[src/rtl/writeback_stage_if.sv]
`default_nettype none
// ============================================================================
// Module  : writeback_stage_if
// Brief   : Memory-stage to writeback-stage bundle plus register-file write ports.
// Revision: 1.0
// ============================================================================

`ifndef OPCODE_WIDTH
`define OPCODE_WIDTH 8
`endif
`ifndef REG_WIDTH
`define REG_WIDTH 16
`endif

interface writeback_stage_if #(
    parameter int LANES = 4
);
    logic                      I_LOCK;
    logic                      I_FetchStall;
    logic                      I_DepStall;
    logic [`OPCODE_WIDTH-1:0]  I_Opcode;
    logic [5:0]                I_DestRegIdx;
    logic [`REG_WIDTH-1:0]     I_ALUOut;
    logic [`REG_WIDTH-1:0]     I_MemOut;
    logic [16*LANES-1:0]       I_VALUOut;

    logic                      O_WriteEn;
    logic [5:0]                O_WriteIdx;
    logic [`REG_WIDTH-1:0]     O_WriteData;
    logic                      O_VWriteEn;
    logic [5:0]                O_VWriteIdx;
    logic [1:0]                O_VWriteLane;
    logic [15:0]               O_VWriteData;
    logic                      O_WBStall;
    logic                      O_Overflow;
`ifdef WB_PERF_EN
    logic [15:0]               O_RetireCount;
    logic [15:0]               O_StallCycles;
`endif

    modport master (
`ifdef WB_PERF_EN
        input  O_RetireCount,
        input  O_StallCycles,
`endif
        output I_LOCK, I_FetchStall, I_DepStall, I_Opcode, I_DestRegIdx,
        output I_ALUOut, I_MemOut, I_VALUOut,
        input  O_WriteEn, O_WriteIdx, O_WriteData,
        input  O_VWriteEn, O_VWriteIdx, O_VWriteLane, O_VWriteData,
        input  O_WBStall, O_Overflow
    );

    modport slave (
`ifdef WB_PERF_EN
        output O_RetireCount,
        output O_StallCycles,
`endif
        input  I_LOCK, I_FetchStall, I_DepStall, I_Opcode, I_DestRegIdx,
        input  I_ALUOut, I_MemOut, I_VALUOut,
        output O_WriteEn, O_WriteIdx, O_WriteData,
        output O_VWriteEn, O_VWriteIdx, O_VWriteLane, O_VWriteData,
        output O_WBStall, O_Overflow
    );
endinterface

`default_nettype wire

[src/rtl/writeback_stage.sv]
`default_nettype none
// ============================================================================
// Module  : writeback_stage
// Brief   : Scalar retire port plus queued, lane-serial vector register writes.
//           Optional WB_PERF_EN adds retire and stall-cycle counters.
// Revision: 1.0
// ============================================================================

`ifndef OPCODE_WIDTH
`define OPCODE_WIDTH 8
`endif
`ifndef REG_WIDTH
`define REG_WIDTH 16
`endif

module writeback_stage #(
    parameter int VQ_DEPTH = 2,
    parameter int LANES    = 4
) (
    input  wire logic        I_CLOCK,
    input  wire logic        I_RESET_N,
    writeback_stage_if.slave bus
);
    localparam int OP_W  = `OPCODE_WIDTH;
    localparam int VW    = 16 * LANES;
    localparam int PTR_W = (VQ_DEPTH > 1) ? $clog2(VQ_DEPTH) : 1;
    localparam int CNT_W = $clog2(VQ_DEPTH + 1);

    localparam logic [CNT_W-1:0] c_depth    = CNT_W'(VQ_DEPTH);
    localparam logic [CNT_W-1:0] c_depth_m1 = CNT_W'(VQ_DEPTH - 1);

    localparam logic [OP_W-1:0] c_op_add       = OP_W'(8'h00);
    localparam logic [OP_W-1:0] c_op_addi      = OP_W'(8'h01);
    localparam logic [OP_W-1:0] c_op_and       = OP_W'(8'h02);
    localparam logic [OP_W-1:0] c_op_andi      = OP_W'(8'h03);
    localparam logic [OP_W-1:0] c_op_mov       = OP_W'(8'h04);
    localparam logic [OP_W-1:0] c_op_movi      = OP_W'(8'h05);
    localparam logic [OP_W-1:0] c_op_ldw       = OP_W'(8'h06);
    localparam logic [OP_W-1:0] c_op_vadd      = OP_W'(8'h10);
    localparam logic [OP_W-1:0] c_op_vmov      = OP_W'(8'h11);
    localparam logic [OP_W-1:0] c_op_vmovi     = OP_W'(8'h12);
    localparam logic [OP_W-1:0] c_op_vcompmov  = OP_W'(8'h13);
    localparam logic [OP_W-1:0] c_op_vcompmovi = OP_W'(8'h14);

    typedef enum logic [0:0] {
        S_IDLE  = 1'b0,
        S_DRAIN = 1'b1
    } state_t;

    state_t                  r_state;
    state_t                  w_state_next;
    logic [PTR_W-1:0]        r_rd_ptr;
    logic [PTR_W-1:0]        r_wr_ptr;
    logic [CNT_W-1:0]        r_count;
    logic [CNT_W-1:0]        w_count_next;
    logic [5:0]              r_q_idx  [VQ_DEPTH];
    logic [VW-1:0]           r_q_data [VQ_DEPTH];
    logic [LANES-1:0]        r_q_mask [VQ_DEPTH];

    logic                    r_wr_en;
    logic [5:0]              r_wr_idx;
    logic [`REG_WIDTH-1:0]   r_wr_data;
    logic                    r_vwr_en;
    logic [5:0]              r_vwr_idx;
    logic [1:0]              r_vwr_lane;
    logic [15:0]             r_vwr_data;
    logic                    r_wb_stall;
    logic                    r_overflow;

    logic                    w_commit;
    logic                    w_is_scalar;
    logic                    w_is_vfull;
    logic                    w_is_vcomp;
    logic                    w_is_vec;
    logic                    w_drain;
    logic [LANES-1:0]        w_head_mask;
    logic [1:0]              w_lane;
    logic [LANES-1:0]        w_mask_rest;
    logic [15:0]             w_lane_data;
    logic                    w_pop;
    logic                    w_push;
    logic                    w_drop;
    logic [LANES-1:0]        w_push_mask;

    assign w_commit    = bus.I_LOCK && !bus.I_FetchStall && !bus.I_DepStall;
    assign w_is_scalar = (bus.I_Opcode == c_op_add)  || (bus.I_Opcode == c_op_addi) ||
                         (bus.I_Opcode == c_op_and)  || (bus.I_Opcode == c_op_andi) ||
                         (bus.I_Opcode == c_op_mov)  || (bus.I_Opcode == c_op_movi) ||
                         (bus.I_Opcode == c_op_ldw);
    assign w_is_vfull  = (bus.I_Opcode == c_op_vadd) || (bus.I_Opcode == c_op_vmov) ||
                         (bus.I_Opcode == c_op_vmovi);
    assign w_is_vcomp  = (bus.I_Opcode == c_op_vcompmov) || (bus.I_Opcode == c_op_vcompmovi);
    assign w_is_vec    = w_is_vfull || w_is_vcomp;
    assign w_push_mask = w_is_vcomp ? (LANES'(1) << bus.I_ALUOut[1:0]) : {LANES{1'b1}};

    // Drain FSM: next state, lane selection and pop decision.
    always_comb begin
        w_state_next = r_state;
        w_drain      = (r_state == S_DRAIN);
        w_head_mask  = r_q_mask[r_rd_ptr];
        w_lane       = 2'd0;
        for (int i = LANES - 1; i >= 0; i--) begin
            if (w_head_mask[i]) begin
                w_lane = 2'(i);
            end
        end
        w_mask_rest = w_head_mask & ~(LANES'(1) << w_lane);
        w_lane_data = r_q_data[r_rd_ptr][16*int'(w_lane) +: 16];
        w_pop       = w_drain && (w_mask_rest == '0);
        // A full queue still accepts a push when the head leaves on the same edge.
        w_push      = w_commit && w_is_vec && ((r_count != c_depth) || w_pop);
        w_drop      = w_commit && w_is_vec && (r_count == c_depth) && !w_pop;

        w_count_next = r_count;
        if (w_push && !w_pop) begin
            w_count_next = r_count + CNT_W'(1);
        end else if (w_pop && !w_push) begin
            w_count_next = r_count - CNT_W'(1);
        end

        case (r_state)
            S_IDLE:  if (w_count_next != '0) w_state_next = S_DRAIN;
            S_DRAIN: if (w_count_next == '0) w_state_next = S_IDLE;
            default: w_state_next = S_IDLE;
        endcase
    end

    always_ff @(negedge I_CLOCK or negedge I_RESET_N) begin
        if (!I_RESET_N) begin
            r_state    <= S_IDLE;
            r_rd_ptr   <= '0;
            r_wr_ptr   <= '0;
            r_count    <= '0;
            for (int i = 0; i < VQ_DEPTH; i++) begin
                r_q_idx[i]  <= '0;
                r_q_data[i] <= '0;
                r_q_mask[i] <= '0;
            end
            r_wr_en    <= 1'b0;
            r_wr_idx   <= '0;
            r_wr_data  <= '0;
            r_vwr_en   <= 1'b0;
            r_vwr_idx  <= '0;
            r_vwr_lane <= '0;
            r_vwr_data <= '0;
            r_wb_stall <= 1'b0;
            r_overflow <= 1'b0;
        end else begin
            r_state <= w_state_next;
            r_count <= w_count_next;

            if (w_pop) begin
                r_rd_ptr <= r_rd_ptr + PTR_W'(1);
            end else if (w_drain) begin
                r_q_mask[r_rd_ptr] <= w_mask_rest;
            end

            // Placed after the mask update so a push into the slot being popped wins.
            if (w_push) begin
                r_q_idx[r_wr_ptr]  <= bus.I_DestRegIdx;
                r_q_data[r_wr_ptr] <= bus.I_VALUOut;
                r_q_mask[r_wr_ptr] <= w_push_mask;
                r_wr_ptr           <= r_wr_ptr + PTR_W'(1);
            end

            r_wr_en <= w_commit && w_is_scalar;
            if (w_commit && w_is_scalar) begin
                r_wr_idx  <= bus.I_DestRegIdx;
                r_wr_data <= (bus.I_Opcode == c_op_ldw) ? bus.I_MemOut : bus.I_ALUOut;
            end

            r_vwr_en <= w_drain;
            if (w_drain) begin
                r_vwr_idx  <= r_q_idx[r_rd_ptr];
                r_vwr_lane <= w_lane;
                r_vwr_data <= w_lane_data;
            end

            r_wb_stall <= (w_count_next >= c_depth_m1);
            if (w_drop) begin
                r_overflow <= 1'b1;
            end
        end
    end

`ifdef WB_PERF_EN
    logic [15:0] r_retire_count;
    logic [15:0] r_stall_cycles;

    always_ff @(negedge I_CLOCK or negedge I_RESET_N) begin
        if (!I_RESET_N) begin
            r_retire_count <= '0;
            r_stall_cycles <= '0;
        end else begin
            if (w_commit) begin
                r_retire_count <= r_retire_count + 16'd1;
            end
            if (r_wb_stall && (r_stall_cycles != 16'hFFFF)) begin
                r_stall_cycles <= r_stall_cycles + 16'd1;
            end
        end
    end

    assign bus.O_RetireCount = r_retire_count;
    assign bus.O_StallCycles = r_stall_cycles;
`endif

    assign bus.O_WriteEn    = r_wr_en;
    assign bus.O_WriteIdx   = r_wr_idx;
    assign bus.O_WriteData  = r_wr_data;
    assign bus.O_VWriteEn   = r_vwr_en;
    assign bus.O_VWriteIdx  = r_vwr_idx;
    assign bus.O_VWriteLane = r_vwr_lane;
    assign bus.O_VWriteData = r_vwr_data;
    assign bus.O_WBStall    = r_wb_stall;
    assign bus.O_Overflow   = r_overflow;

endmodule

`default_nettype wire

[src/flat_wrapper.sv]
// flat-port wrapper written by rule: the top's interface ports become plain ports
module writeback_stage_flat 
#(
    parameter int VQ_DEPTH = 2,
    parameter int LANES    = 4
)
  (I_CLOCK, I_RESET_N, bus_I_LOCK, bus_I_FetchStall, bus_I_DepStall, bus_I_Opcode, bus_I_DestRegIdx, bus_I_ALUOut, bus_I_MemOut, bus_I_VALUOut, bus_O_WriteEn, bus_O_WriteIdx, bus_O_WriteData, bus_O_VWriteEn, bus_O_VWriteIdx, bus_O_VWriteLane, bus_O_VWriteData, bus_O_WBStall, bus_O_Overflow);
  writeback_stage_if #(.LANES(LANES)) bus_i ();
  input  wire logic I_CLOCK;
  input  wire logic I_RESET_N;
  input wire logic [$bits(bus_i.I_LOCK)-1:0] bus_I_LOCK;
  input wire logic [$bits(bus_i.I_FetchStall)-1:0] bus_I_FetchStall;
  input wire logic [$bits(bus_i.I_DepStall)-1:0] bus_I_DepStall;
  input wire logic [$bits(bus_i.I_Opcode)-1:0] bus_I_Opcode;
  input wire logic [$bits(bus_i.I_DestRegIdx)-1:0] bus_I_DestRegIdx;
  input wire logic [$bits(bus_i.I_ALUOut)-1:0] bus_I_ALUOut;
  input wire logic [$bits(bus_i.I_MemOut)-1:0] bus_I_MemOut;
  input wire logic [$bits(bus_i.I_VALUOut)-1:0] bus_I_VALUOut;
  output wire logic [$bits(bus_i.O_WriteEn)-1:0] bus_O_WriteEn;
  output wire logic [$bits(bus_i.O_WriteIdx)-1:0] bus_O_WriteIdx;
  output wire logic [$bits(bus_i.O_WriteData)-1:0] bus_O_WriteData;
  output wire logic [$bits(bus_i.O_VWriteEn)-1:0] bus_O_VWriteEn;
  output wire logic [$bits(bus_i.O_VWriteIdx)-1:0] bus_O_VWriteIdx;
  output wire logic [$bits(bus_i.O_VWriteLane)-1:0] bus_O_VWriteLane;
  output wire logic [$bits(bus_i.O_VWriteData)-1:0] bus_O_VWriteData;
  output wire logic [$bits(bus_i.O_WBStall)-1:0] bus_O_WBStall;
  output wire logic [$bits(bus_i.O_Overflow)-1:0] bus_O_Overflow;
  assign bus_i.I_LOCK = bus_I_LOCK;
  assign bus_i.I_FetchStall = bus_I_FetchStall;
  assign bus_i.I_DepStall = bus_I_DepStall;
  assign bus_i.I_Opcode = bus_I_Opcode;
  assign bus_i.I_DestRegIdx = bus_I_DestRegIdx;
  assign bus_i.I_ALUOut = bus_I_ALUOut;
  assign bus_i.I_MemOut = bus_I_MemOut;
  assign bus_i.I_VALUOut = bus_I_VALUOut;
  assign bus_O_WriteEn = bus_i.O_WriteEn;
  assign bus_O_WriteIdx = bus_i.O_WriteIdx;
  assign bus_O_WriteData = bus_i.O_WriteData;
  assign bus_O_VWriteEn = bus_i.O_VWriteEn;
  assign bus_O_VWriteIdx = bus_i.O_VWriteIdx;
  assign bus_O_VWriteLane = bus_i.O_VWriteLane;
  assign bus_O_VWriteData = bus_i.O_VWriteData;
  assign bus_O_WBStall = bus_i.O_WBStall;
  assign bus_O_Overflow = bus_i.O_Overflow;
  writeback_stage #(.VQ_DEPTH(VQ_DEPTH), .LANES(LANES)) u_core (.I_CLOCK(I_CLOCK), .I_RESET_N(I_RESET_N), .bus(bus_i));
endmodule
[config.mk]
export PLATFORM = sky130hd
export DESIGN_NAME = writeback_stage_flat
export DESIGN_NICKNAME = d
export VERILOG_FILES = /design/src/rtl/writeback_stage_if.sv /design/src/rtl/writeback_stage.sv /design/src/flat_wrapper.sv
export SDC_FILE = /design/constraint.sdc
export NUM_CORES = 1
export LEC_CHECK = 0
export CELL_PAD_IN_SITES_DETAIL_PLACEMENT = 0
export CELL_PAD_IN_SITES_GLOBAL_PLACEMENT = 1
export CORE_MARGIN = 4
export CORE_UTILIZATION = 42
export DETAILED_ROUTE_END_ITERATION = 6
export PLACE_DENSITY = 0.81
export SYNTH_ARGS = -nofsm -noshare
export SYNTH_HDL_FRONTEND = slang
export SYNTH_SLANG_ARGS = --single-unit
[constraint.sdc]
create_clock -name I_CLOCK -period 6.25 [get_ports I_CLOCK]
set_clock_uncertainty 0.15 [all_clocks]
set_input_delay 1.875 -clock I_CLOCK [delete_from_list [all_inputs] [get_ports I_CLOCK]]
set_output_delay 1.875 -clock I_CLOCK [all_outputs]
set_load 0.02 [all_outputs]
==> qor.yml, run 1 <==
yosys:
  synth_cells: 778
  synth_top_area_cell: "dfrtn_1"
  syn-cell-area_um2: 9639
  synth_edf_count: 0
  ys_seq_area_share_pct: 52.44
  avgSynthCellArea_um2: 12.39
  async_flop_share_pct: 100.0
  yosys.cell_count.top_type: "dfrtn_1"
  synth_common_cells: "202 x dfrtn_1, 62 x mux2i_1, 59 x nand2_1"
  synth.top_cell.area_share_pct: 52.44
  ys_ff_latch: 202
  synthFlopType: "dfrtn_1"
  synthTopCellsByArea: "dfrtn_1 52%, mux2_4 8.9%, mux2_1 6.7%"
  yosysWarnings: 0
  syn-num-nets: 894
  synthDistinctLibCells: 50
clock_network:
  worstSkewPairLatency_ns: 0.52
  postCtsHoldBufs: 0
  cts_tree: "done"
  cts.path.max_buffers: 3
  cts-root-buf: "clkbuf_16"
  htreeDepth: 1
  path_clk_slew_ns: 0.04
  cts_sinks: 202
  numCtsBuffers: 23
layout:
  fin_util_pct: 57.96
  layout.nets: 1103
  drive_above_1_share_pct: 31.74
  area.growth.synth_to_final_pct: 36.14
  fill_cells: 1882
  insertedDiodeCount: 0
floorplan:
  dieWidth_um: 159.5
  pin_count: 165
  core_area_um2: 22640
  floorplan.initialDensity_pct: 42.58
  die_height_um: 159.5
  fp-row-count: 55
  die-area_um2: 25440
global_route:
  grt_util_met1_pct: 26.33
  grt.busiest_layer: "met2"
  grt_pass1_vias: 7064
  overflow: 0
  grt_usage_pct: 18.97
  grt_max_degree: 62
  use_met3_pct: 4.090
  met2_usage_pct: 30.15
  grt_pass1_wl_um: 39270
  antenna_found_initial: 1
critical_path:
  endpoint: "bus_O_VWriteData[4]"
  cp_data_required_time_ns: 4.22
  slowest_stage: "dfrtn_1"
  crit_cells: 1
  r2r_slack_ns: 2.66
  r2r_cells: 5
  startpoint: "u_core.bus.O_VWriteData[4]"
  reg2reg_to: "u_core.bus.O_VWriteData[1]"
  cp_max_fo: 2
  r2r_start: "u_core.r_rd_ptr"
  cpPeakStageDelay_ns: 0.47
  cp-start-kind: "flop"
  cp.arrival_ns: 4.26
  timing.critical_path.buf_inv: 1
  path_cells: "buf_6"
  end_kind: "output port"
  critPathTopFamily: "flip-flops"
  path_class: "flop to output port"
sta:
  finalHoldViolations: 0
  setup_viol_count_final: 5
  worst_slack_ns: -0.03242
  max_slew_margin_pct: 29.65
  finalMaxSlewViolations: 0
  worst_slew_pin_slew_ns: 1.035
  fin_hold_ws_ns: 0.2821
  rsz0062_at_grt: "true"
placed_design:
  pre_cts_ws_ns: -0.8868
  io_buffers: 164
  dpl.hpwl_um: 15900
  gp_congestion: 0.7561
routing:
  first_pass_iters: 4
  route.detailed.drc: 0
  via_per_inst: 5.283
  vias: 6799
  avgRoutedWirePerCell_um: 19.32
  drt-initial-drc-count: 299
  ant_nets: 0
  drt_wl_total_um: 24860
worst_hold_path:
  hold_class: "flop to flop"
run_status:
  status: "complete, but fails checks"
  violations: "negative setup slack"
flow_run:
  cap_violations: 0
pwr:
  cellLeakagePower_nw: 6.345
  p_per_area_nw_per_um2: 313.6
  peakVddDrop_v: 0.0002061
kinds of logic after synthesis:
kind of cell,after synthesis,synth area share [%]
and+or+nand+nor,165,8.619
muxes,210,25.95
DFF,202,52.44
adders and majority gates,3,0.3375
xor gates and xnor gates,3,0.2726
buffers and inverters,62,3.907
AOI/OAI and AO/OA,133,8.476
worst min path at each step:
stage	startpoint	to	slack (ns)	cells after the start
global placement	u_core.bus.O_WriteData[12]	u_core.bus.O_WriteData[12]	0.27	2
floorplan	u_core.r_wr_ptr	u_core.r_wr_ptr	0.27	1
finish	u_core.r_q_data[49]	u_core.r_q_data[49]	0.28	1
global route	u_core.r_q_data[16]	u_core.r_q_data[16]	0.30	1
CTS	u_core.bus.O_WriteData[4]	u_core.bus.O_WriteData[4]	0.28	2
detailed placement	u_core.bus.O_Overflow	u_core.bus.O_Overflow	0.28	1
state kept, by name, summed over array words and instances, names as in the netlist:
name	flops
u_core.bus.O_WriteIdx	6
u_core.r_state	1
u_core.r_q_idx	12
u_core.bus.O_VWriteIdx	6
u_core.r_q_data	128
u_core.r_wr_ptr	1
u_core.r_q_mask	8
u_core.bus.O_VWriteLane	2
u_core.r_count	2
u_core.bus.O_WriteEn	1
u_core.r_rd_ptr	1
u_core.bus.O_VWriteData	16
u_core.bus.O_WriteData	16
u_core.bus.O_VWriteEn	1
u_core.bus.O_Overflow	1
layout make-up:
cell class	instances	area [um^2]	share of cell area, %
repair buffers	237	2474	18.85
clock buffers	32	659.4	5.025
clock inverters	8	71.32	0.5435
well taps	285	356.6	2.717
multi-input cells	514	4473	34.09
flip-flops and latches	202	5055	38.52
inverters	9	33.78	0.2574
report_power, final:
part	switching, W	internal [W]	total, W
clock network	0.000536	0.000775	0.00131
logic	0.000642	0.000553	0.00119
registers	0.000146	0.00146	0.00161
total	0.00132	0.00279	0.00412
routing by layer:
metal  part of all wire, %  vias to the layer above
met5                 0.040                        -
met4                   2.3                        2
met3                   5.6                       42
met2                    47                      173
met1                    45                     3359
li1                      -                     3223
timing repair:
item / in CTS / in global routing
cloned: 7 / 2
pin swaps: 4 / 2
hold endpoints to repair: 0 / 0
setup buffers: 14 / 14
setup endpoints to repair: 223 / 163
gates resized for setup: 321 / 60
metrics by stage:
stage	area, um^2	cells	power, W	TNS (ns)
after floorplan	9779	778	0.002273	-37.07
after global placement	11840	1214	0.002755	-135.52
after detailed placement	11840	1214	0.002763	-141.41
after CTS	12830	1274	0.004093	-0.2177
after global routing	13120	1287	0.004315	-0.5363
final	13120	1287	0.004115	-0.07895
cells in the final DEF, fill, tap and decap left out, types with 3 or more instances in the layout:
| master | netlist | layout |
|---|---|---|
| dfrtn_1 | 202 | 202 |
| mux2_4 | 57 | 103 |
| clkdlybuf4s50_1 | 0 | 102 |
| buf_4 | 2 | 62 |
| mux2i_1 | 62 | 61 |
| nand2_1 | 59 | 58 |
| nor2_1 | 47 | 45 |
| buf_6 | 6 | 36 |
| a21oi_1 | 27 | 27 |
| mux2_2 | 34 | 25 |
| clkbuf_16 | 0 | 25 |
| o21ai_0 | 40 | 24 |
| mux2_1 | 57 | 20 |
| nor3b_1 | 20 | 19 |
| o31ai_1 | 17 | 17 |
| o22ai_1 | 17 | 17 |
| and3b_1 | 16 | 16 |
| a31oi_1 | 16 | 16 |
| o21ai_1 | 1 | 15 |
| buf_12 | 0 | 14 |
| buf_2 | 10 | 12 |
| inv_1 | 9 | 9 |
| clkbuf_8 | 0 | 6 |
| nand2b_1 | 5 | 5 |
| clkinv_2 | 0 | 5 |
| buf_16 | 0 | 5 |
| nand3_1 | 4 | 4 |
| clkbuf_1 | 26 | 4 |
| nor3_1 | 4 | 3 |
Note: power is estimated with default switching activity, not from simulation.
==> inputs of run 2 (changes only) <==
--- a/config.mk
+++ b/config.mk
@@ -9,6 +9,7 @@
 export CELL_PAD_IN_SITES_GLOBAL_PLACEMENT = 1
 export CORE_MARGIN = 4
 export CORE_UTILIZATION = 42
+export CTS_CLUSTER_DIAMETER = 120
 export DETAILED_ROUTE_END_ITERATION = 6
 export PLACE_DENSITY = 0.81
 export SYNTH_ARGS = -nofsm -noshare
==> results of run 2 <==
The final DEF is identical to that of run 1; final timing and power are the same.
